$ cat config.mk
export PLATFORM = sky130hd
export DESIGN_NAME = spi_des_fifo
export DESIGN_NICKNAME = d
export VERILOG_FILES = /design/src/rtl/spi_des_fifo.sv
export SDC_FILE = /design/constraint.sdc
export NUM_CORES = 1
export LEC_CHECK = 0
export CAP_MARGIN = 20
export CELL_PAD_IN_SITES_DETAIL_PLACEMENT = 0
export CELL_PAD_IN_SITES_GLOBAL_PLACEMENT = 1
export CORE_ASPECT_RATIO = 0.6
export CORE_MARGIN = 2
export CORE_UTILIZATION = 30
export CTS_BUF_LIST = sky130_fd_sc_hd__clkbuf_8 sky130_fd_sc_hd__clkbuf_16
export CTS_CLUSTER_DIAMETER = 30
export DETAILED_ROUTE_END_ITERATION = 12
export DONT_BUFFER_PORTS = 1
export PLACE_DENSITY = 0.44
export SYNTH_ARGS = -nofsm -noshare
export SYNTH_HDL_FRONTEND = slang
export SYNTH_SLANG_ARGS = --single-unit
export TNS_END_PERCENT = 30
$ cat constraint.sdc
create_clock -name clk -period 3.01 [get_ports clk]
set_input_delay 0.4515 -clock clk [delete_from_list [all_inputs] [get_ports clk]]
set_output_delay 0.4515 -clock clk [all_outputs]
set_load 0.02 [all_outputs]
$ cat src/rtl/spi_des_fifo.sv
// SPI slave receiver: oversamples the SPI pins on clk, assembles DATA_W-bit
// words in any CPOL/CPHA mode and bit order, and queues completed words in a
// small output FIFO with a valid/ready interface. Several words may arrive in
// one chip-select frame; a frame that ends mid-word raises frame_err.
module spi_des_fifo #(
  parameter int DATA_W      = 32,
  parameter int FIFO_DEPTH  = 4,
  parameter int SYNC_STAGES = 2,
  parameter bit CPOL        = 1'b0,
  parameter bit CPHA        = 1'b0,
  parameter bit MSB_FIRST   = 1'b1
) (
  input  logic                        clk,
  input  logic                        rst_n,
  input  logic                        sclk,
  input  logic                        cs_n,
  input  logic                        sdi,
  output logic                        m_valid,
  input  logic                        m_ready,
  output logic [DATA_W-1:0]           m_data,
  output logic [$clog2(FIFO_DEPTH):0] fifo_count,
  output logic                        overflow,
  output logic                        frame_err,
  input  logic                        clr_err
);

  localparam int PTR_W = $clog2(FIFO_DEPTH);
  localparam int CNT_W = $clog2(DATA_W);
  localparam logic [PTR_W:0]   FULL_COUNT = (PTR_W + 1)'(FIFO_DEPTH);
  localparam logic [CNT_W-1:0] LAST_BIT   = CNT_W'(DATA_W - 1);

  typedef enum logic {IDLE, SHIFT} state_t;

  logic [SYNC_STAGES-1:0] sclk_sync, cs_sync, sdi_sync;
  logic                   sclk_prev, cs_prev;
  logic                   sclk_s, cs_s, sdi_s;
  logic                   lead_edge, trail_edge, sample_edge, cs_fall, cs_rise;

  state_t                 state, state_next;
  logic                   start, abort, shift_en, word_done;
  logic [CNT_W-1:0]       bit_cnt;
  logic [DATA_W-1:0]      sr, sr_next;

  logic [DATA_W-1:0]      mem [FIFO_DEPTH];
  logic [PTR_W-1:0]       wr_ptr, rd_ptr;
  logic                   pop, push_ok, drop;

  // Synchronise the asynchronous pins and keep one extra synced sample for edge detection.
  // NOTE: every flop is assigned with <= so all registers update together from pre-edge values.
  always_ff @(posedge clk or negedge rst_n) begin
    if (!rst_n) begin
      sclk_sync <= {SYNC_STAGES{CPOL}};
      cs_sync   <= '1;
      sdi_sync  <= '0;
      sclk_prev <= CPOL;
      cs_prev   <= 1'b1;
    end else begin
      sclk_sync <= {sclk_sync[SYNC_STAGES-2:0], sclk};
      cs_sync   <= {cs_sync[SYNC_STAGES-2:0], cs_n};
      sdi_sync  <= {sdi_sync[SYNC_STAGES-2:0], sdi};
      sclk_prev <= sclk_sync[SYNC_STAGES-1];
      cs_prev   <= cs_sync[SYNC_STAGES-1];
    end
  end

  assign sclk_s      = sclk_sync[SYNC_STAGES-1];
  assign cs_s        = cs_sync[SYNC_STAGES-1];
  assign sdi_s       = sdi_sync[SYNC_STAGES-1];
  assign lead_edge   = (sclk_prev == CPOL) && (sclk_s != CPOL);
  assign trail_edge  = (sclk_prev != CPOL) && (sclk_s == CPOL);
  assign sample_edge = CPHA ? trail_edge : lead_edge;
  assign cs_fall     = cs_prev && !cs_s;
  assign cs_rise     = !cs_prev && cs_s;

  // Frame state register.
  always_ff @(posedge clk or negedge rst_n) begin
    if (!rst_n) state <= IDLE;
    else        state <= state_next;
  end

  // Next state and per-cycle control strobes; a deselect outranks a coincident sample edge.
  // NOTE: every output gets a default first so no path leaves a value held, which would infer a latch.
  always_comb begin
    state_next = state;
    start      = 1'b0;
    abort      = 1'b0;
    shift_en   = 1'b0;
    case (state)
      IDLE: begin
        if (cs_fall) begin
          state_next = SHIFT;
          start      = 1'b1;
        end
      end
      SHIFT: begin
        if (cs_rise) begin
          state_next = IDLE;
          abort      = 1'b1;
        end else if (sample_edge) begin
          shift_en = 1'b1;
        end
      end
      default: state_next = IDLE;
    endcase
  end

  assign word_done = shift_en && (bit_cnt == LAST_BIT);
  assign sr_next   = MSB_FIRST ? {sr[DATA_W-2:0], sdi_s} : {sdi_s, sr[DATA_W-1:1]};

  // Shift register and bit counter; the counter wraps on each completed word.
  always_ff @(posedge clk or negedge rst_n) begin
    if (!rst_n) begin
      bit_cnt <= '0;
      sr      <= '0;
    end else if (start) begin
      bit_cnt <= '0;
      sr      <= '0;
    end else if (abort) begin
      bit_cnt <= '0;
    end else if (shift_en) begin
      sr      <= sr_next;
      bit_cnt <= word_done ? '0 : bit_cnt + CNT_W'(1);
    end
  end

  // Partial-word deselect pulse.
  always_ff @(posedge clk or negedge rst_n) begin
    if (!rst_n) frame_err <= 1'b0;
    else        frame_err <= abort && (bit_cnt != '0);
  end

  assign m_valid = (fifo_count != '0);
  assign m_data  = m_valid ? mem[rd_ptr] : '0;
  assign pop     = m_valid && m_ready;
  assign push_ok = word_done && ((fifo_count != FULL_COUNT) || pop);
  assign drop    = word_done && (fifo_count == FULL_COUNT) && !pop;

  // FIFO storage write.
  // NOTE: storage is not reset; the count gates m_data, so stale entries are never visible.
  always_ff @(posedge clk) begin
    if (push_ok) mem[wr_ptr] <= sr_next;
  end

  // FIFO pointers, occupancy and sticky overflow; pointers wrap naturally at a power-of-2 depth.
  always_ff @(posedge clk or negedge rst_n) begin
    if (!rst_n) begin
      wr_ptr     <= '0;
      rd_ptr     <= '0;
      fifo_count <= '0;
      overflow   <= 1'b0;
    end else begin
      if (push_ok) wr_ptr <= wr_ptr + PTR_W'(1);
      if (pop)     rd_ptr <= rd_ptr + PTR_W'(1);
      case ({push_ok, pop})
        2'b10:   fifo_count <= fifo_count + 1'b1;
        2'b01:   fifo_count <= fifo_count - 1'b1;
        default: fifo_count <= fifo_count;
      endcase
      overflow <= (overflow && !clr_err) || drop;
    end
  end

endmodule

# == After elaboration in Yosys (flattened, before gate mapping) ==
# Memory sizes are Yosys's and may differ from the RTL's.
# Index checks and enable logic that the tools add are counted.
# word_totals
output_inout_bits,38
register_bits,54
n_memories,1
in_bits,7
ramBits,128
elab_cells,69
# mem_list
memory,words,word_bits,read_ports,rd_ports_with_merged_regs,write_ports,line_no,rtl
mem,4,32,1,0,1,44,logic [DATA_W-1:0] mem [FIFO_DEPTH];
# classes
mux,20
addsub,5
n_eq_ne,6
n_reduce_logical,22
n_bitwise,2
# op_table
operator,count
two-way mux 31 bit,3
two-way mux 32 bit,1
two-way mux 5 bit,4
logical AND 1 bit,10
two-way mux 1 bit,10
case mux 3 bit (2 select lines),1
nonzero test 3 bit,2
"adder 5 x 1 -> 5 bit, second input constant",1
"equality test 5 bit, second input constant",1
nonzero test 5 bit,1
"adder 2 x 1 -> 2 bit, second input constant",2
zero test 1 bit,4
nonzero test 2 bit,2
"adder 3 x 1 -> 3 bit, second input constant",1
"equality test 3 bit, second input constant",1
"!= test 3 bit, second input constant",1
"subtractor 3 x 1 -> 3 bit, second input constant",1
"equality test 2 x 1 -> 1 bit, second input constant",1
"equality test 2 bit, second input constant",1
logical OR 1 bit,2
"!= test 2 bit, second input constant",1
NOT 1 bit,2
case mux 1 bit (2 select lines),1
AND reduction 2 bit,1

# == Logic depth before layout (Yosys ltp) ==
# Gate-level depths: netlist (run 1).
# depth
word_depth,10
mapped_depth,12
ltp_nobuf,11

# == Worst setup path before layout (run 1) ==
# OpenSTA, ideal clock, no wires.
# synth_timing
path_kind,register -> register
from,register fifo_count[1]
to,register fifo_count[2]
path_stages_with_launch,11
n_path_buf,1
synth_period_minus_slack_ns,2.404
arrival_time_ns,2.324
slack_ns,0.606
setup_ns,0.080
required_ns,2.930
path_cell_list,dfrtp_1 > or4b_1 > and3_1 > buf_6 > inv_1 > ha_1 > inv_1 > fa_1 > xor2_1 > nor2_1 > xor2_1
# synth_via
elab_chain_cells,6
elab_cells_between_ends,11
cone_classes,add/sub: 2; eq/ne: 3; mux: 1; reduce/logical: 5
# synth_rtl
element,line_no,rtl
start: declaration,21,"output logic [$clog2(FIFO_DEPTH):0] fifo_count,"
start signal: assignment,155,2'b10: fifo_count <= fifo_count + 1'b1;
start signal: assignment,156,2'b01: fifo_count <= fifo_count - 1'b1;
start signal: assignment,157,default: fifo_count <= fifo_count;
nonzero test 3 bit,132,assign m_valid = (fifo_count != '0);
logical AND 1 bit,134,assign pop = m_valid && m_ready;
logical OR 1 bit,135,assign push_ok = word_done && ((fifo_count != FULL_COUNT) || pop);
logical AND 1 bit,135,
equality test 2 x 1 -> 1 bit or equality test 2 bit (tied branches),154,"case ({push_ok, pop})"
case mux 3 bit (2 select lines) or nonzero test 2 bit (tied branches),-,
# Parallel ways exist; a longest one is shown, timed or not.
# A chain may end at the register's enable or synchronous reset.

# == Worst setup path in the final report (run 1) ==
# layout_timing
from,register bit_cnt[0]
to,memory mem[2][13] (enable)
# layout_via
elab_chain_cells,5
# layout_rtl
element,line_no,rtl
start: declaration,41,logic [CNT_W-1:0] bit_cnt;
start signal: assignment,122,bit_cnt <= word_done ? '0 : bit_cnt + CNT_W'(1);
equality test 5 bit,107,assign word_done = shift_en && (bit_cnt == LAST_BIT);
logical AND 1 bit,107,
logical AND 1 bit,135,
two-way mux 1 bit,141,if (push_ok) mem[wr_ptr] <= sr_next;
two-way mux 1 bit (not written as such),141,
end: declaration,44,
# No other way between the ends.

==> results.yml, run 1 <==
finish:
  final_cell_mix: "edfxtp_1 (128), dfrtp_1 (50), and2_1 (33), mux4_2 (32), a22o_1 (31)"
  final_common_cell: "edfxtp_1"
  finalInstanceArea_um2: 7980
  post-route-util: 0.347
  area_delta_synth_final_pct: 14.5
  nets: 391
  drive_gt1_frac: 0.198
clock_tree:
  cts_buffer_depth: 2
  cts_buffers: 17
  clk_latency_ns: 0.43
  cts.clk_slew.worst_paths_ns: 0.06
  ctsResizeCount: 0
  clkSinkCount: 182
  htreeDepth: 4
  cts-root-buf: "clkbuf_16"
  cts_tree: "done"
synth:
  synth_top_area_frac: 0.551
  synth-seq-area-share: 0.746
  yosys.area.top_type: "edfxtp_1"
  ys_top_cells_by_area: "edfxtp_1 (55%), dfrtp_1 (18%), mux4_2 (10%)"
  synth_seq_cells: 182
  syn_area_um2: 6970
  synth_edf_count: 128
  avgSynthCellArea_um2: 19.0
  synth_async_sr_flop_share: 0.297
  synth_ff_type: "edfxtp_1"
  synth_warnings: 0
  syn_nets: 383
  syn_inst: 367
  yosysUniqueCellTypes: 31
global_routing:
  grt_max_degree: 55
  antenna_found_initial: 1
  grt_use_total: 0.127
  grt_pass1_wl_mm: 22.0
  grt_overflow: 0
  grt_pass1_vias: 3350
floorplanning:
  fp.dieW_um: 201
  pin_count: 45
  initial_core_util: 0.304
  die_area_um2: 24500
  die_h_um: 122
  core.rowCount: 43
  core_area_um2: 23000
drt:
  drc_errors: 0
  wl_per_cell_um: 20.6
  top_layer_used: "met4"
  drt_iter0_markers: 175
  wirelength_mm: 14.5
  drt-met1-wl_mm: 7.73
  wl_met3_um: 517
  first_pass_iters: 4
  vias_per_cell: 4.54
  num_vias: 3197
  postRouteAntennaNets: 0
  wl_met2_mm: 6.11
worst_hold_path:
  hold_end: "sclk_sync[0]"
  min_from: "sclk"
  whs_path_depth: 0
  hold_path_class: "in -> reg"
worst_setup_path:
  rr_endpoint: "mem[2][13]"
  worstSetupPathType: "reg -> reg"
  cp-end-kind: "register"
  reg2reg_from: "bit_cnt[0]"
  arrival_ns: 2.69
  r2r_slack_ns: 0.36
  cp_max_fo: 32
  crit_required_ns: 3.06
  r2r_cells: 5
  cp-start-kind: "register"
placed_design:
  portBuffers: 0
  dpl-instance-area_um2: 7340
  globalplace.congestion: 0.670
  pre_cts_ws_ns: 0.310
  dp_hpwl_mm: 7.72
timing:
  slew_viol_final: 0
  slew_headroom: 0.327
  min_period_over_period: 0.880
  worst_pin_slew_ns: 1.01
  finClkSkew_ns: 0.00897
  grt_setup_unrepaired: "no"
  setup_slack_ns: 0.361
  setup_viol: 0
  fin_crit_ns: 2.65
  hold_violations: 0
  max_clock_freq_mhz: 377
  fin_setup_tns_ns: 0
status:
  outcome: "finished clean"
power_and_ir_drop:
  peakVddDrop_mv: 0.388
  power_per_cell_area_nw_per_um2: 631
  p_leak_uw: 0.00272
run:
  maxCapViolCount: 0
## state kept, by name (all words and copies together), names as in the netlist
signal,cells
state,1
wr_ptr,2
frame_err,1
sclk_sync,2
sclk_prev,1
cs_prev,1
sr,31
cs_sync,2
bit_cnt,5
fifo_count,3
rd_ptr,2
overflow,1
sdi_sync,2
mem,128
## metrics by stage
step | total power (uW) | instances | hold slack [ns]
2_1_floorplan | 2800 | 367 | 0.156
3_3_place_gp | 2830 | 668 | 0.158
3_5_place_dp | 2830 | 668 | 0.158
4_1_cts | 5100 | 703 | 0.0200
5_1_grt | 5210 | 704 | 0.0189
6_report | 5040 | 704 | 0.0517
## worst max-delay path, cell delays in order, from the launching register on
cell     delay, ns
dfrtp_1       0.41
ha_1          0.20
and3_1        0.18
ha_1          0.25
and3_1        0.34
and2_2        0.87
## layer usage
metal | vias to the layer above | track usage
met5 | - | 0
met4 | 0 | 0.0431
met3 | 13 | 0.0383
met2 | 62 | 0.174
met1 | 1683 | 0.188
li1 | 1439 | -
## synthesized netlist by cell type, drive strengths merged (2+ instances only)
master	instances
edfxtp	128
xnor2	3
xor2	3
buf	10
ha	8
dfstp	3
clkbuf	9
dfrtp	51
nand3	2
a211oi	2
a22o	31
nor2b	3
o22ai	2
a21o	2
nor2	4
nand2	5
mux4	32
inv	12
and3	3
o21ai	5
nand2b	5
and2	37
## logic make-up (layout without fill, tap and decap cells)
family	after synthesis	in the layout	share of synthesized area
adder cells (fa/ha/maj)	9	9	0.0172
multiplexers	34	34	0.107
AO/OA/AOI/OAI	43	43	0.0499
other	0	1	0
XOR/XNOR	6	6	0.00754
AND/OR/NAND/NOR	62	62	0.0535
flip-flops	182	182	0.746
buffers and inverters	31	52	0.0194
## area by class of cell
class                      instances  area (um2)
fill                            2159       15000
sequential                       182        5200
multi-input combinational        154        1640
clock buffer                      17         425
tap                              315         394
clock inverter                    15         163
timing repair buffer               8         110
inverter                          12        45.0
antenna                            1        2.50
## report_power, final
group / internal (uW) / total (uW) / switching, uW
clock: 1290 / 2230 / 938
sequential: 2690 / 2710 / 25.5
combinational: 27.0 / 90.3 / 63.3
## timing repair
action / 4_1_cts / 5_1_grt
hold buffers: 3 / 0
hold endpoints to repair: 55 / 0
setup buffers: 0 / 0
## how the worst max path moves through the flow
| stage | from | depth (start not counted) | endpoint | slack [ns] |
|---|---|---|---|---|
| finish | bit_cnt[0] | 5 | mem[2][13] | 0.36 |
| global route | bit_cnt[0] | 5 | mem[3][12] | 0.13 |
| CTS | bit_cnt[0] | 5 | mem[3][10] | 0.29 |
| detailed placement | bit_cnt[0] | 5 | mem[3][17] | 0.31 |
| global placement | fifo_count[1] | 9 | fifo_count[2] | 0.35 |
| floorplan | fifo_count[1] | 10 | fifo_count[2] | 0.61 |
Note: power is estimated with default switching activity, not from simulation.
==> run 2, diff against run 1 <==
- ABC_CLOCK_PERIOD_IN_PS: default -> 3010
==> results of run 2 <==
No change in the layout: final DEF, timing and power equal those of run 1.
==> run 3, diff against run 2 <==
- CORE_MARGIN: 2 -> default
==> run 3 against run 2 <==
  * Sequential power about the same
  * Global-route usage grew 0.27 points
  * Utilization increased by 1.0 points
  * Sequential share of layout area fell by 0.33 points
  * First-iteration DRC count shrank 31%
  * Clock skew fell by 0.0014 ns
  * Critical endpoint is now mem[0][9]
  * Largest cell class unchanged
  * Largest power group unchanged
  * Highest routed layer unchanged
==> results.yml, run 3 (synthesized netlist as in run 1, its figures left out) <==
power_and_ir_drop:
  p_leak_uw: 0.00274
  peakVddDrop_mv: 0.368
  power_per_cell_area_nw_per_um2: 630
  fin_total_pwr_uw: 5050
drt:
  wl_per_cell_um: 20.0
  postRouteAntennaNets: 0
  drc_errors: 0
  wirelength_mm: 14.0
  num_vias: 3152
  first_pass_iters: 4
  drt_iter0_markers: 120
  vias_per_cell: 4.52
worst_setup_path:
  cp-end-kind: "register"
  r2r_cells: 5
  cp-start-kind: "register"
  cp_max_fo: 32
  worstSetupPathType: "reg -> reg"
  crit_required_ns: 3.05
  arrival_ns: 2.69
timing:
  finClkSkew_ns: 0.00757
  setup_viol: 0
  fin_setup_tns_ns: 0
  hold_violations: 0
  fin_hold_ws_ns: 0.0564
  max_clock_freq_mhz: 377
  min_period_over_period: 0.880
  grt_setup_unrepaired: "no"
  slew_headroom: 0.319
  slew_viol_final: 0
  worst_pin_slew_ns: 1.02
  fin_crit_ns: 2.65
  setup_slack_ns: 0.360
global_routing:
  grt_pass1_vias: 3379
  grt_pass1_wl_mm: 21.4
  busiest_layer: "met1"
  grtUsageMet3: 0.0365
  grt_max_degree: 55
  antenna_found_initial: 0
  grt_overflow: 0
  met2_usage: 0.184
  grt_use_met1: 0.189
  grt_use_total: 0.129
clock_tree:
  ctsResizeCount: 0
  clkSinkCount: 182
  clk_latency_ns: 0.42
  hold_buffers: 3
  cts_buffer_depth: 2
  cts.clk_slew.worst_paths_ns: 0.07
  cts_buffers: 17
  cts_tree: "done"
  cts-root-buf: "clkbuf_16"
  htreeDepth: 4
  postCtsSetupBuffers: 0
run:
  maxCapViolCount: 0
placed_design:
  pre_cts_ws_ns: 0.265
  dp_hpwl_mm: 7.70
  globalplace.congestion: 0.705
  dpl-instance-area_um2: 7350
  portBuffers: 0
status:
  outcome: "finished clean"
worst_hold_path:
  hold_path_class: "in -> reg"
  whs_path_depth: 0
finish:
  finalInstanceArea_um2: 8020
  largestRegisters: "mem: 128 flops, sr: 31 flops, bit_cnt: 5 flops"
  nFillCells: 2115
  area_delta_synth_final_pct: 15.0
  largest_register_ffs: 128
  final_cell_mix: "edfxtp_1 (128), dfrtp_1 (50), and2_1 (33), mux4_2 (32), a22o_1 (31)"
  n_antenna_cell: 0
  final_common_cell: "edfxtp_1"
  nets: 393
  largest-register: "mem"
  drive_gt1_frac: 0.208
floorplanning:
  die_h_um: 120
  fp.dieW_um: 199
  die_area_um2: 23900
  core_area_um2: 22400
  pin_count: 45
  initial_core_util: 0.311
  core.rowCount: 42
run 3: cell count changes in the layout (fill, tap and decap cells not counted):
cell / delta
clkinv_1: -2
diode_2: -1
clkbuf_8: +1
clkinv_2: +1
buf_12: +2
run 3: final cells by class:
type	instances	area, um2	area share
Timing Repair Buffer	10	150	0.0187
Tap cell	308	385	0.0480
Clock inverter	14	160	0.0200
Inverter	12	45.0	0.00562
Multi-Input combinational cell	154	1640	0.205
Clock buffer	18	439	0.0547
Sequential cell	182	5200	0.648
run 3: critical path, cell delays in order, from the launching register on:
cell and delay [ns]:
dfrtp_1 0.40, ha_1 0.20, and3_1 0.17, ha_1 0.25
and3_1 0.35, and2_2 0.86
run 3: report_power, final:
part / internal (uW) / total (uW) / leakage (uW) / switching, uW
sequential: 2690 / 2710 / 0.00183 / 23.8
clock: 1320 / 2250 / 0.000292 / 932
combinational: 26.6 / 87.0 / 0.000624 / 60.4
total: 4040 / 5050 / 0.00274 / 1020
run 3: path summary, 6_finish.rpt:
| check | from | endpoint | slack [ns] |
|---|---|---|---|
| min in group asynchronous | rst_n | sdi_sync[1] | 0.54 |
| worst min register to register | sdi_sync[0] | sdi_sync[1] | 0.35 |
| worst max-delay path | bit_cnt[0] | mem[0][9] | 0.36 |
| max in group asynchronous | rst_n | cs_prev | 2.18 |
| worst min-delay path | sclk | sclk_sync[0] | 0.06 |
| worst max register to register | bit_cnt[0] | mem[0][9] | 0.36 |
run 3: layer usage:
metal	vias to the layer above	part of all wire
met4	0	0.012
met1	1650	0.52
met5	-	0
met2	47	0.44
met3	11	0.036
li1	1444	-
run 3: stage by stage:
| stage | std cells | utilization |
|---|---|---|
| 6_report | 698 | 0.357 |
| 2_1_floorplan | 367 | - |
| 3_3_place_gp | 662 | 0.328 |
| 4_1_cts | 697 | 0.357 |
| 3_5_place_dp | 662 | 0.328 |
| 5_1_grt | 698 | 0.357 |
